==> src/rtl/mispred_arbiter_pkg.sv <==
// Shared types for the mispredict/redirect arbiter: sequence numbers, the branch
// redirect payload, arbiter state encoding and the default replay timeout.
package mispred_arbiter_pkg;
  localparam int SQN_W           = 7;
  localparam int PC_W            = 32;
  localparam int MISPRED_TIMEOUT = 4;

  typedef logic [SQN_W-1:0] SqN;

  typedef struct packed {
    logic            taken;
    logic            flush;
    SqN              sqN;
    logic [PC_W-1:0] dstPC;
  } BranchProv;

  typedef enum logic [1:0] {
    MA_IDLE   = 2'd0,
    MA_FLUSH  = 2'd1,
    MA_REPLAY = 2'd2
  } MispredArbState_t;

  // a is older than b when the wrapped difference is negative
  function automatic logic sqn_older(SqN a, SqN b);
    SqN d;
    d = a - b;
    return d[SQN_W-1];
  endfunction
endpackage

==> src/rtl/mispred_arbiter_if.sv <==
// Redirect sources, commit-side status and broadcast redirect of the arbiter.
interface mispred_arbiter_if #(parameter int NUM_SRC = 4);
  import mispred_arbiter_pkg::*;

  BranchProv               IN_robBranch;
  BranchProv [NUM_SRC-1:0] IN_branches;
  SqN                      IN_curSqN;
  logic                    IN_mispredFlush;
  BranchProv               OUT_branch;
  logic                    OUT_busy;
  logic [7:0]              OUT_dropCnt;

  modport master (
    output IN_robBranch, IN_branches, IN_curSqN, IN_mispredFlush,
    input  OUT_branch, OUT_busy, OUT_dropCnt
  );

  modport slave (
    input  IN_robBranch, IN_branches, IN_curSqN, IN_mispredFlush,
    output OUT_branch, OUT_busy, OUT_dropCnt
  );
endinterface

==> src/rtl/mispred_arbiter_sqn_oldest_sel.sv <==
// Combinational oldest-select: one-hot of the oldest valid sqN, ties to the lowest index.
module sqn_oldest_sel
  import mispred_arbiter_pkg::*;
#(
  parameter int N = 5
) (
  input  logic         [N-1:0] vld,
  input  SqN           [N-1:0] sqn,
  output logic         [N-1:0] win_oh
);
  for (genvar i = 0; i < N; i++) begin : g_lane
    logic [N-1:0] beats;
    // lane i must be strictly older than lower lanes and no younger than higher lanes
    always_comb begin
      for (int j = 0; j < N; j++) begin
        if (j == i || !vld[j]) beats[j] = 1'b1;
        else if (j < i)        beats[j] = sqn_older(sqn[i], sqn[j]);
        else                   beats[j] = !sqn_older(sqn[j], sqn[i]);
      end
    end
    assign win_oh[i] = vld[i] & (&beats);
  end
endmodule

==> src/rtl/mispred_arbiter.sv <==
// Picks the oldest live redirect among commit and execution sources, broadcasts it
// registered, and blocks younger redirects until the rename replay completes.
module mispred_arbiter
  import mispred_arbiter_pkg::*;
#(
  parameter int NUM_SRC = 4,
  parameter int TIMEOUT = MISPRED_TIMEOUT
) (
  input logic              clk,
  input logic              rst_n,
  mispred_arbiter_if.slave bus
);
  localparam int NS = NUM_SRC + 1;
  localparam int TW = $clog2(TIMEOUT) + 1;

  localparam logic [1:0] S_IDLE   = MA_IDLE;
  localparam logic [1:0] S_FLUSH  = MA_FLUSH;
  localparam logic [1:0] S_REPLAY = MA_REPLAY;

  logic [1:0]    state_q, state_d;
  logic [TW-1:0] timer_q, timer_d;
  SqN            last_sqn_q, last_sqn_d;
  logic [7:0]    drop_q, drop_d;
  BranchProv     out_q, out_d;

  BranchProv [NS-1:0] src;
  SqN        [NS-1:0] src_sqn;
  logic      [NS-1:0] taken, elig, win_oh;
  BranchProv          win;
  logic               issue;
  logic [8:0]         drop_sum;

  always_comb begin
    src[0] = bus.IN_robBranch;
    for (int k = 0; k < NUM_SRC; k++) src[k+1] = bus.IN_branches[k];
  end

  // live = not behind commit; while busy, only redirects older than the last issue count
  always_comb begin
    for (int i = 0; i < NS; i++) begin
      src_sqn[i] = src[i].sqN;
      taken[i]   = src[i].taken;
      elig[i]    = src[i].taken && !sqn_older(src[i].sqN, bus.IN_curSqN) &&
                   (state_q == S_IDLE || sqn_older(src[i].sqN, last_sqn_q));
    end
  end

  sqn_oldest_sel #(.N(NS)) u_sel (
    .vld    (elig),
    .sqn    (src_sqn),
    .win_oh (win_oh)
  );

  always_comb begin
    win = '0;
    for (int i = 0; i < NS; i++) if (win_oh[i]) win = src[i];
  end

  assign issue = |win_oh;

  always_comb begin
    drop_sum = {1'b0, drop_q} + 9'($countones(taken)) - {8'd0, issue};
    drop_d   = (drop_sum > 9'd255) ? 8'hFF : drop_sum[7:0];
  end

  always_comb begin
    state_d = state_q;
    timer_d = timer_q;
    if (issue) begin
      state_d = S_FLUSH;
      timer_d = '0;
    end else begin
      case (state_q)
        S_FLUSH: begin
          if (bus.IN_mispredFlush) begin
            state_d = S_REPLAY;
            timer_d = '0;
          end else if (timer_q == TW'(TIMEOUT - 1)) begin
            state_d = S_IDLE;
            timer_d = '0;
          end else begin
            timer_d = timer_q + TW'(1);
          end
        end
        S_REPLAY: if (!bus.IN_mispredFlush) state_d = S_IDLE;
        default:  state_d = S_IDLE;
      endcase
    end
  end

  always_comb begin
    out_d       = out_q;
    out_d.taken = 1'b0;
    last_sqn_d  = last_sqn_q;
    if (issue) begin
      out_d       = win;
      out_d.taken = 1'b1;
      last_sqn_d  = win.sqN;
    end
  end

  always_ff @(posedge clk or negedge rst_n) begin
    if (!rst_n) begin
      state_q    <= S_IDLE;
      timer_q    <= '0;
      last_sqn_q <= '0;
      drop_q     <= '0;
      out_q      <= '0;
    end else begin
      state_q    <= state_d;
      timer_q    <= timer_d;
      last_sqn_q <= last_sqn_d;
      drop_q     <= drop_d;
      out_q      <= out_d;
    end
  end

  assign bus.OUT_branch  = out_q;
  assign bus.OUT_busy    = (state_q == S_FLUSH) || (state_q == S_REPLAY);
  assign bus.OUT_dropCnt = drop_q;
endmodule

==> src/flat_wrapper.sv <==
// flat-port wrapper written by rule: the top's interface ports become plain ports
module mispred_arbiter_flat import mispred_arbiter_pkg::*;
#(
  parameter int NUM_SRC = 4,
  parameter int TIMEOUT = MISPRED_TIMEOUT
)
  (clk, rst_n, bus_IN_robBranch, bus_IN_branches, bus_IN_curSqN, bus_IN_mispredFlush, bus_OUT_branch, bus_OUT_busy, bus_OUT_dropCnt);
  mispred_arbiter_if #(.NUM_SRC(NUM_SRC)) bus_i ();
  input logic clk;
  input logic rst_n;
  input wire logic [$bits(bus_i.IN_robBranch)-1:0] bus_IN_robBranch;
  input wire logic [$bits(bus_i.IN_branches)-1:0] bus_IN_branches;
  input wire logic [$bits(bus_i.IN_curSqN)-1:0] bus_IN_curSqN;
  input wire logic [$bits(bus_i.IN_mispredFlush)-1:0] bus_IN_mispredFlush;
  output wire logic [$bits(bus_i.OUT_branch)-1:0] bus_OUT_branch;
  output wire logic [$bits(bus_i.OUT_busy)-1:0] bus_OUT_busy;
  output wire logic [$bits(bus_i.OUT_dropCnt)-1:0] bus_OUT_dropCnt;
  assign bus_i.IN_robBranch = bus_IN_robBranch;
  assign bus_i.IN_branches = bus_IN_branches;
  assign bus_i.IN_curSqN = bus_IN_curSqN;
  assign bus_i.IN_mispredFlush = bus_IN_mispredFlush;
  assign bus_OUT_branch = bus_i.OUT_branch;
  assign bus_OUT_busy = bus_i.OUT_busy;
  assign bus_OUT_dropCnt = bus_i.OUT_dropCnt;
  mispred_arbiter #(.NUM_SRC(NUM_SRC), .TIMEOUT(TIMEOUT)) u_core (.clk(clk), .rst_n(rst_n), .bus(bus_i));
endmodule
==> config.mk <==
export PLATFORM = sky130hd
export DESIGN_NAME = mispred_arbiter_flat
export DESIGN_NICKNAME = d
export VERILOG_FILES = /design/src/rtl/mispred_arbiter_pkg.sv /design/src/rtl/mispred_arbiter_if.sv /design/src/rtl/mispred_arbiter_sqn_oldest_sel.sv /design/src/rtl/mispred_arbiter.sv /design/src/flat_wrapper.sv
export SDC_FILE = /design/constraint.sdc
export NUM_CORES = 1
export LEC_CHECK = 0
export CAP_MARGIN = 20
export CELL_PAD_IN_SITES_DETAIL_PLACEMENT = 0
export CELL_PAD_IN_SITES_GLOBAL_PLACEMENT = 1
export CORE_MARGIN = 4
export CORE_UTILIZATION = 35
export DETAILED_ROUTE_END_ITERATION = 8
export PLACE_DENSITY_LB_ADDON = 0.3
export SYNTH_ARGS = -nofsm -noshare
export SYNTH_HDL_FRONTEND = slang
export SYNTH_HIERARCHICAL = 1
export SYNTH_SLANG_ARGS = --single-unit
==> constraint.sdc <==
create_clock -name clk -period 9.1 [get_ports clk]
set_input_delay 0.91 -clock clk [delete_from_list [all_inputs] [get_ports clk]]
set_output_delay 0.91 -clock clk [all_outputs]
set_load 0.02 [all_outputs]
==> flow_summary_export.csv, run 1 <==
group,metric,value,unit
status,status,"finished, final reports clean",
clock_network,clock-root-buffer,"clkbuf_16",
synth,synthAdderAreaFrac,24.59,%
synth,ys_ff_latch,54,
place,portBuffers,264,
synth,synth.avg_cell_area,8.424,sq um
synth,synthTopCellsByArea,"ha_1, dfrtp_1, a21oi_1",
synth,synth_top_family_by_area,"compound AO/OA/AOI/OAI gates",
route,drc_errors,0,
worst_setup_path,crit_type,"primary input to flop",
synth,synthXorXnorAreaFrac,5.747,%
sta,rsz0062_at_grt,"false",
sta,finalMaxSlewViolations,0,
die,rows,50,
die,dieHeight,146.4,um
place,hpwlAfterDp,20330,um
global_route,grt_overflow,0,
finish,final_cell_mix,"clkdlybuf4s50_1, ha_1, a21oi_1",
route,antenna_left,0,
place,gp_congestion,0.9384,
synth,synth_nets,1141,
finish,final_common_cell,"clkdlybuf4s50_1",
finish,syn_to_final_growth,44.60,%
route,routed_via_density,5.565,
clock_network,clk_latency,0.30,ns
synth,synth_cell_types,58,
job,drv_cap,0,
power_and_ir_drop,seqPwrFrac,15.6,%
worst_setup_path,crit_required,9.28,ns
route,routedWlPerCell,20.83,um
clock_network,postCtsHoldBufs,0,
worst_setup_path,crit_path_end_kind,"flop",
worst_setup_path,critPathLaunchType,"primary input",
sta,period_minus_slack,6.565,ns
die,io_pins,265,
clock_network,post_cts_buffers,0,
power_and_ir_drop,p_int,1.534,mW
sta,period_share,72.14,%
route,drt_iter0_markers,597,
synth,netlist_instances,796,
finish,final_nets,1377,
clock_network,cts_buffers,5,
synth,async_reset_ff_share,100.0,%
power_and_ir_drop,leakagePower,4.132,nW
power_and_ir_drop,power_switching,1.513,mW
synth,synth_simple_gate_area_share,13.86,%
finish,n_fill_cell,1843,
clock_network,cts_resized,0,
synth,synth_top_area_share,23.70,%
clock_network,clock-sinks,54,
worst_setup_path,cp.arrival,6.74,ns
synth,ys_warn_count,6,
min_path,hp-class,"flop to flop",
sta,fin_skew,0.009105,ns
sta,worst_pin_slew,1.105,ns
power_and_ir_drop,p_sw_share,49.64,%
synth,synth_compound_area_share,28.92,%
route,vias,7057,
synth,synth_top_area_cell,"ha_1",
sta,fin_setup_tns,0,ns
clock_network,path_clk_slew,0.07,ns
power_and_ir_drop,pwr-share-clk,6.6,%
global_route,grt_pass1_wl,40370,um
die,start_util,35.73,%
sta,hold_viol_final,0,
sta,slew-limit-headroom,26.14,%
global_route,grt_max_degree,81,
global_route,grt_pass1_vias,6933,
power_and_ir_drop,power_frac_comb,77.7,%
power_and_ir_drop,powerDensity,314.3,mW/mm^2
finish,drive_gt1_share,3.001,%
synth,synthMuxAreaShare,0.4478,%
clock_network,cts_tree,"built",
global_route,antenna_found_initial,1,
clock_network,cts_buffer_depth,2,
power_and_ir_drop,ir_drop,0.1967,mV
synth,synthesis.area,0.006705,sq mm
die,die_area,0.02144,sq mm
die,fp.dieW,146.4,um
synth,synth_ff_type,"dfrtp_1",
route,firstDrtPassIters,5,
sta,setup_viol,0,
route,drt-total-wl,26410,um
synth,ys_seq_area_share,20.15,%
global_route,track_usage,23.65,%
worst_setup_path,cp_max_fo,7,
place,dp_slack,2.246,ns
die,core-area,0.01877,sq mm
sta,fin_ws,2.535,ns
synth,synth-edff-count,0,
sta,fmax,152.3,MHz
clock_network,cts_max_level,2,
==> flip-flops by register name, indices dropped and copies added, names as in the netlist <==
register and cells:
u_core/bus.OUT_branch 41, u_core/bus.OUT_dropCnt 8, u_core/timer_q 3, u_core/state_q 2
==> through the flow <==
step	utilization [%]	instance area (sq um)	power, mW	instances	hold slack, ns
floorplan	-	6705	2.073	796	0.4636
global placement	50.73	9522	2.819	1258	0.4780
detailed placement	50.84	9542	2.838	1259	0.4863
CTS	51.65	9693	3.051	1267	0.4971
global route	51.66	9696	3.332	1268	0.5208
finish	51.66	9696	3.047	1268	0.4948
==> worst paths after layout <==
path	from	endpoint	slack, ns	cells past startpoint
worst min-delay path	u_core/timer_q[2]	u_core/timer_q[2]	0.49	2
worst max-delay path	bus_IN_branches[157]	u_core/bus.OUT_dropCnt[6]	2.54	24
min in group asynchronous	rst_n	u_core/bus.OUT_branch[5]	0.75	2
max in group asynchronous	rst_n	u_core/bus.OUT_branch[30]	7.85	2
worst max register to register	u_core/bus.OUT_branch[34]	u_core/bus.OUT_dropCnt[6]	3.32	23
worst min register to register	u_core/timer_q[2]	u_core/timer_q[2]	0.49	2
==> critical path, stage by stage <==
cell             delay [ns]
clkdlybuf4s50_1        0.68
ha_1                   0.31
a21o_1                 0.18
a31oi_1                0.18
o21ai_0                0.20
xnor2_1                0.19
o211a_1                0.19
inv_1                  0.08
o31ai_1                0.25
a221o_1                0.20
a211oi_4               0.06
nor4_4                 0.38
nand2_2                0.10
ha_1                   0.29
fa_1                   0.45
fa_1                   0.49
inv_1                  0.04
ha_1                   0.21
fa_1                   0.45
a211oi_2               0.30
nor3_2                 0.08
mux2i_1                0.14
and2_1                 0.16
or2_1                  0.22
==> cell families (layout without fill, tap and decap cells) <==
| kind of cell | count (synthesis) | count (layout) |
|---|---|---|
| other cells | 0 | 1 |
| buf+inv | 103 | 340 |
| xor+xnor | 44 | 44 |
| simple gates | 164 | 164 |
| compound gates | 298 | 298 |
| flops | 54 | 54 |
| mux | 3 | 3 |
| fa+ha+maj | 130 | 130 |
==> power by group through the flow <==
| stage | clock, mW | combinational (mW) | sequential (mW) |
|---|---|---|---|
| 6_report | 0.202 | 2.37 | 0.476 |
| 2_1_floorplan | 0 | 1.48 | 0.595 |
| 3_5_place_dp | 0 | 2.36 | 0.474 |
| 3_3_place_gp | 0 | 2.34 | 0.476 |
| 4_1_cts | 0.207 | 2.37 | 0.477 |
| 5_1_grt | 0.216 | 2.62 | 0.494 |
==> metal layers <==
layer	vias to the layer above	part of all wire, %	global-route usage [%]
li1	3462	-	-
met1	3308	44	31.72
met2	255	47	38.62
met3	32	7.7	5.866
met4	0	2.0	5.315
met5	-	0	0
==> synthesized netlist by cell type (4+ instances only) <==
cell type and n:
a221oi_1 41, nand4_1 4, inv_1 60, nand2b_1 16, a31oi_1 9, xnor2_1 33, or2b_1 4, nor2_1 13
nor3_1 45, nor2b_1 40, a21oi_1 115, o21a_1 5, xor2_1 11, a211oi_1 4, nand3_1 10, o22ai_1 41
buf_4 5, dfrtp_1 54, ha_1 127, nand2_1 16, buf_2 11, clkbuf_1 25, o21ai_0 26, a21o_1 22
o211a_1 4
==> final cells by class <==
class / instances / area [sq um] / share of cell area (%)
multi-input combinational: 639 / 4966 / 51.22
timing repair buffer: 271 / 2703 / 27.87
sequential: 54 / 1351 / 13.94
tap: 234 / 292.8 / 3.020
inverter: 61 / 229.0 / 2.362
clock buffer: 6 / 138.9 / 1.432
clock inverter: 2 / 12.51 / 0.1290
antenna: 1 / 2.502 / 0.02581
No activity file was read; power rests on OpenSTA's default activity.
==> inputs of run 2 (changes only) <==
CORE_UTILIZATION = 32   (was 35)
clock period = 6.5 ns   (was 9.1 ns; I/O delays follow)
==> flow_summary_export.csv, run 2 (synthesis results as in run 1) <==
group,metric,value,unit
status,status,"finished, final reports clean",
clock_network,clk_latency,0.30,ns
worst_setup_path,crit_path_end_kind,"flop",
sta,finalMaxSlewViolations,0,
finish,final_cell_mix,"clkdlybuf4s50_1, ha_1, a21oi_1",
finish,final_nets,1390,
global_route,grt_overflow,0,
sta,fmax,162.9,MHz
place,portBuffers,264,
route,antenna_left,0,
power_and_ir_drop,leakagePower,4.192,nW
clock_network,cts_max_level,2,
route,drc_errors,0,
sta,slew-limit-headroom,25.89,%
die,die_area,0.02333,sq mm
route,drt_iter0_markers,408,
clock_network,post_cts_buffers,0,
global_route,track_usage,21.06,%
place,hpwlAfterDp,20010,um
clock_network,clock-sinks,54,
sta,rsz0062_at_grt,"false",
clock_network,postCtsHoldBufs,0,
global_route,grt_pass1_wl,39500,um
min_path,hp-class,"primary input to async pin",
finish,n_fill_cell,2028,
sta,fin_skew,0.01342,ns
sta,whs,0.4899,ns
finish,stdcell_area,0.009829,sq mm
power_and_ir_drop,finalPower,4.252,mW
sta,setup_viol,0,
sta,hold_viol_final,0,
die,core-area,0.02043,sq mm
finish,syn_to_final_growth,46.59,%
worst_setup_path,crit_type,"primary input to flop",
global_route,grt_max_degree,81,
sta,fin_setup_tns,0,ns
worst_setup_path,critPathMaxStageDelay,0.49,ns
route,firstDrtPassIters,5,
route,drt-total-wl,25690,um
route,routed_via_density,5.345,
sta,period_share,94.46,%
die,io_pins,265,
place,place_area,0.009672,sq mm
route,vias,7039,
worst_setup_path,cp.arrival,6.32,ns
power_and_ir_drop,ir_drop,0.3969,mV
worst_setup_path,crit_required,6.68,ns
clock_network,clock-root-buffer,"clkbuf_16",
finish,final_common_cell,"clkdlybuf4s50_1",
worst_setup_path,cp_slowest_cell,"fa_1",
worst_setup_path,critPathLaunchType,"primary input",
global_route,grt_pass1_vias,6930,
finish,drive_gt1_share,4.207,%
clock_network,cts_resized,0,
sta,period_minus_slack,6.140,ns
clock_network,cts_buffer_depth,2,
worst_setup_path,r2r_cells,24,
route,routedWlPerCell,19.50,um
job,drv_cap,0,
worst_setup_path,cp_max_fo,5,
die,dieHeight,152.8,um
finish,largest_register_ffs,41,
power_and_ir_drop,powerDensity,432.6,mW/mm^2
clock_network,cts_buffers,5,
clock_network,cts_tree,"built",
clock_network,path_clk_slew,0.07,ns
sta,worst_pin_slew,1.109,ns
die,start_util,32.82,%
die,rows,52,
global_route,antenna_found_initial,1,
die,fp.dieW,152.8,um
place,gp_congestion,0.9087,
## run 2: cell count changes in the layout (fill, tap and decap cells not counted), sizes merged
cell / before / now
inv: 60 / 61
clkinv: 2 / 1
buf: 8 / 21
## run 2: area by class of cell
cell class | instances | area (sq um) | share of cell area, %
Tap cell | 270 | 337.8 | 3.437
Clock buffer | 6 | 138.9 | 1.413
Multi-Input combinational cell | 639 | 4966 | 50.52
Inverter | 61 | 229.0 | 2.329
Antenna cell | 1 | 2.502 | 0.02546
Timing Repair Buffer | 284 | 2788 | 28.36
Sequential cell | 54 | 1351 | 13.75
Clock inverter | 2 | 16.27 | 0.1655
## run 2: stage by stage
| stage | setup slack (ns) | std cells | util, % |
|---|---|---|---|
| 2_1_floorplan | 0.7253 | 796 | - |
| 3_3_place_gp | 0.1206 | 1308 | 47.34 |
| 3_5_place_dp | 0.09365 | 1308 | 47.34 |
| 4_1_cts | 0.3890 | 1316 | 48.10 |
| 5_1_grt | 0.01472 | 1317 | 48.11 |
| 6_report | 0.3604 | 1317 | 48.11 |
## run 2: worst paths after layout
check	from	slack (ns)	to
setup / recovery	bus_IN_curSqN[2]	0.36	u_core/bus.OUT_dropCnt[5]
hold / removal	rst_n	0.49	u_core/bus.OUT_dropCnt[0]
setup reg to reg	u_core/bus.OUT_branch[34]	0.71	u_core/bus.OUT_dropCnt[5]
hold reg to reg	u_core/timer_q[2]	0.50	u_core/timer_q[2]
max in group asynchronous	rst_n	5.50	u_core/bus.OUT_branch[35]
min in group clk	u_core/timer_q[2]	0.50	u_core/timer_q[2]
## run 2: per-layer routing
| metal | wire (um) | share of wire (%) | global-route usage [%] |
|---|---|---|---|
| met1 | 11050 | 43 | 27.81 |
| met2 | 12910 | 50 | 36.52 |
| met3 | 1344 | 5.2 | 3.380 |
| met4 | 382 | 1.5 | 4.200 |
| met5 | 0 | 0 | 0 |
## run 2: worst max-delay path: cells and delay by family
family,cells,cell delay [ns]
AOI/OAI and AO/OA,8,1.61
xor gates and xnor gates,1,0.19
muxes,1,0.14
and+or+nand+nor,5,0.87
adders and majority gates,6,2.21
buffers and inverters,4,0.68
## run 2: where the power goes
group | total, mW | internal, mW | switching (mW)
Combinational | 3.30 | 1.46 | 1.85
Clock | 0.282 | 0.155 | 0.127
Sequential | 0.666 | 0.543 | 0.122
Total | 4.25 | 2.15 | 2.10
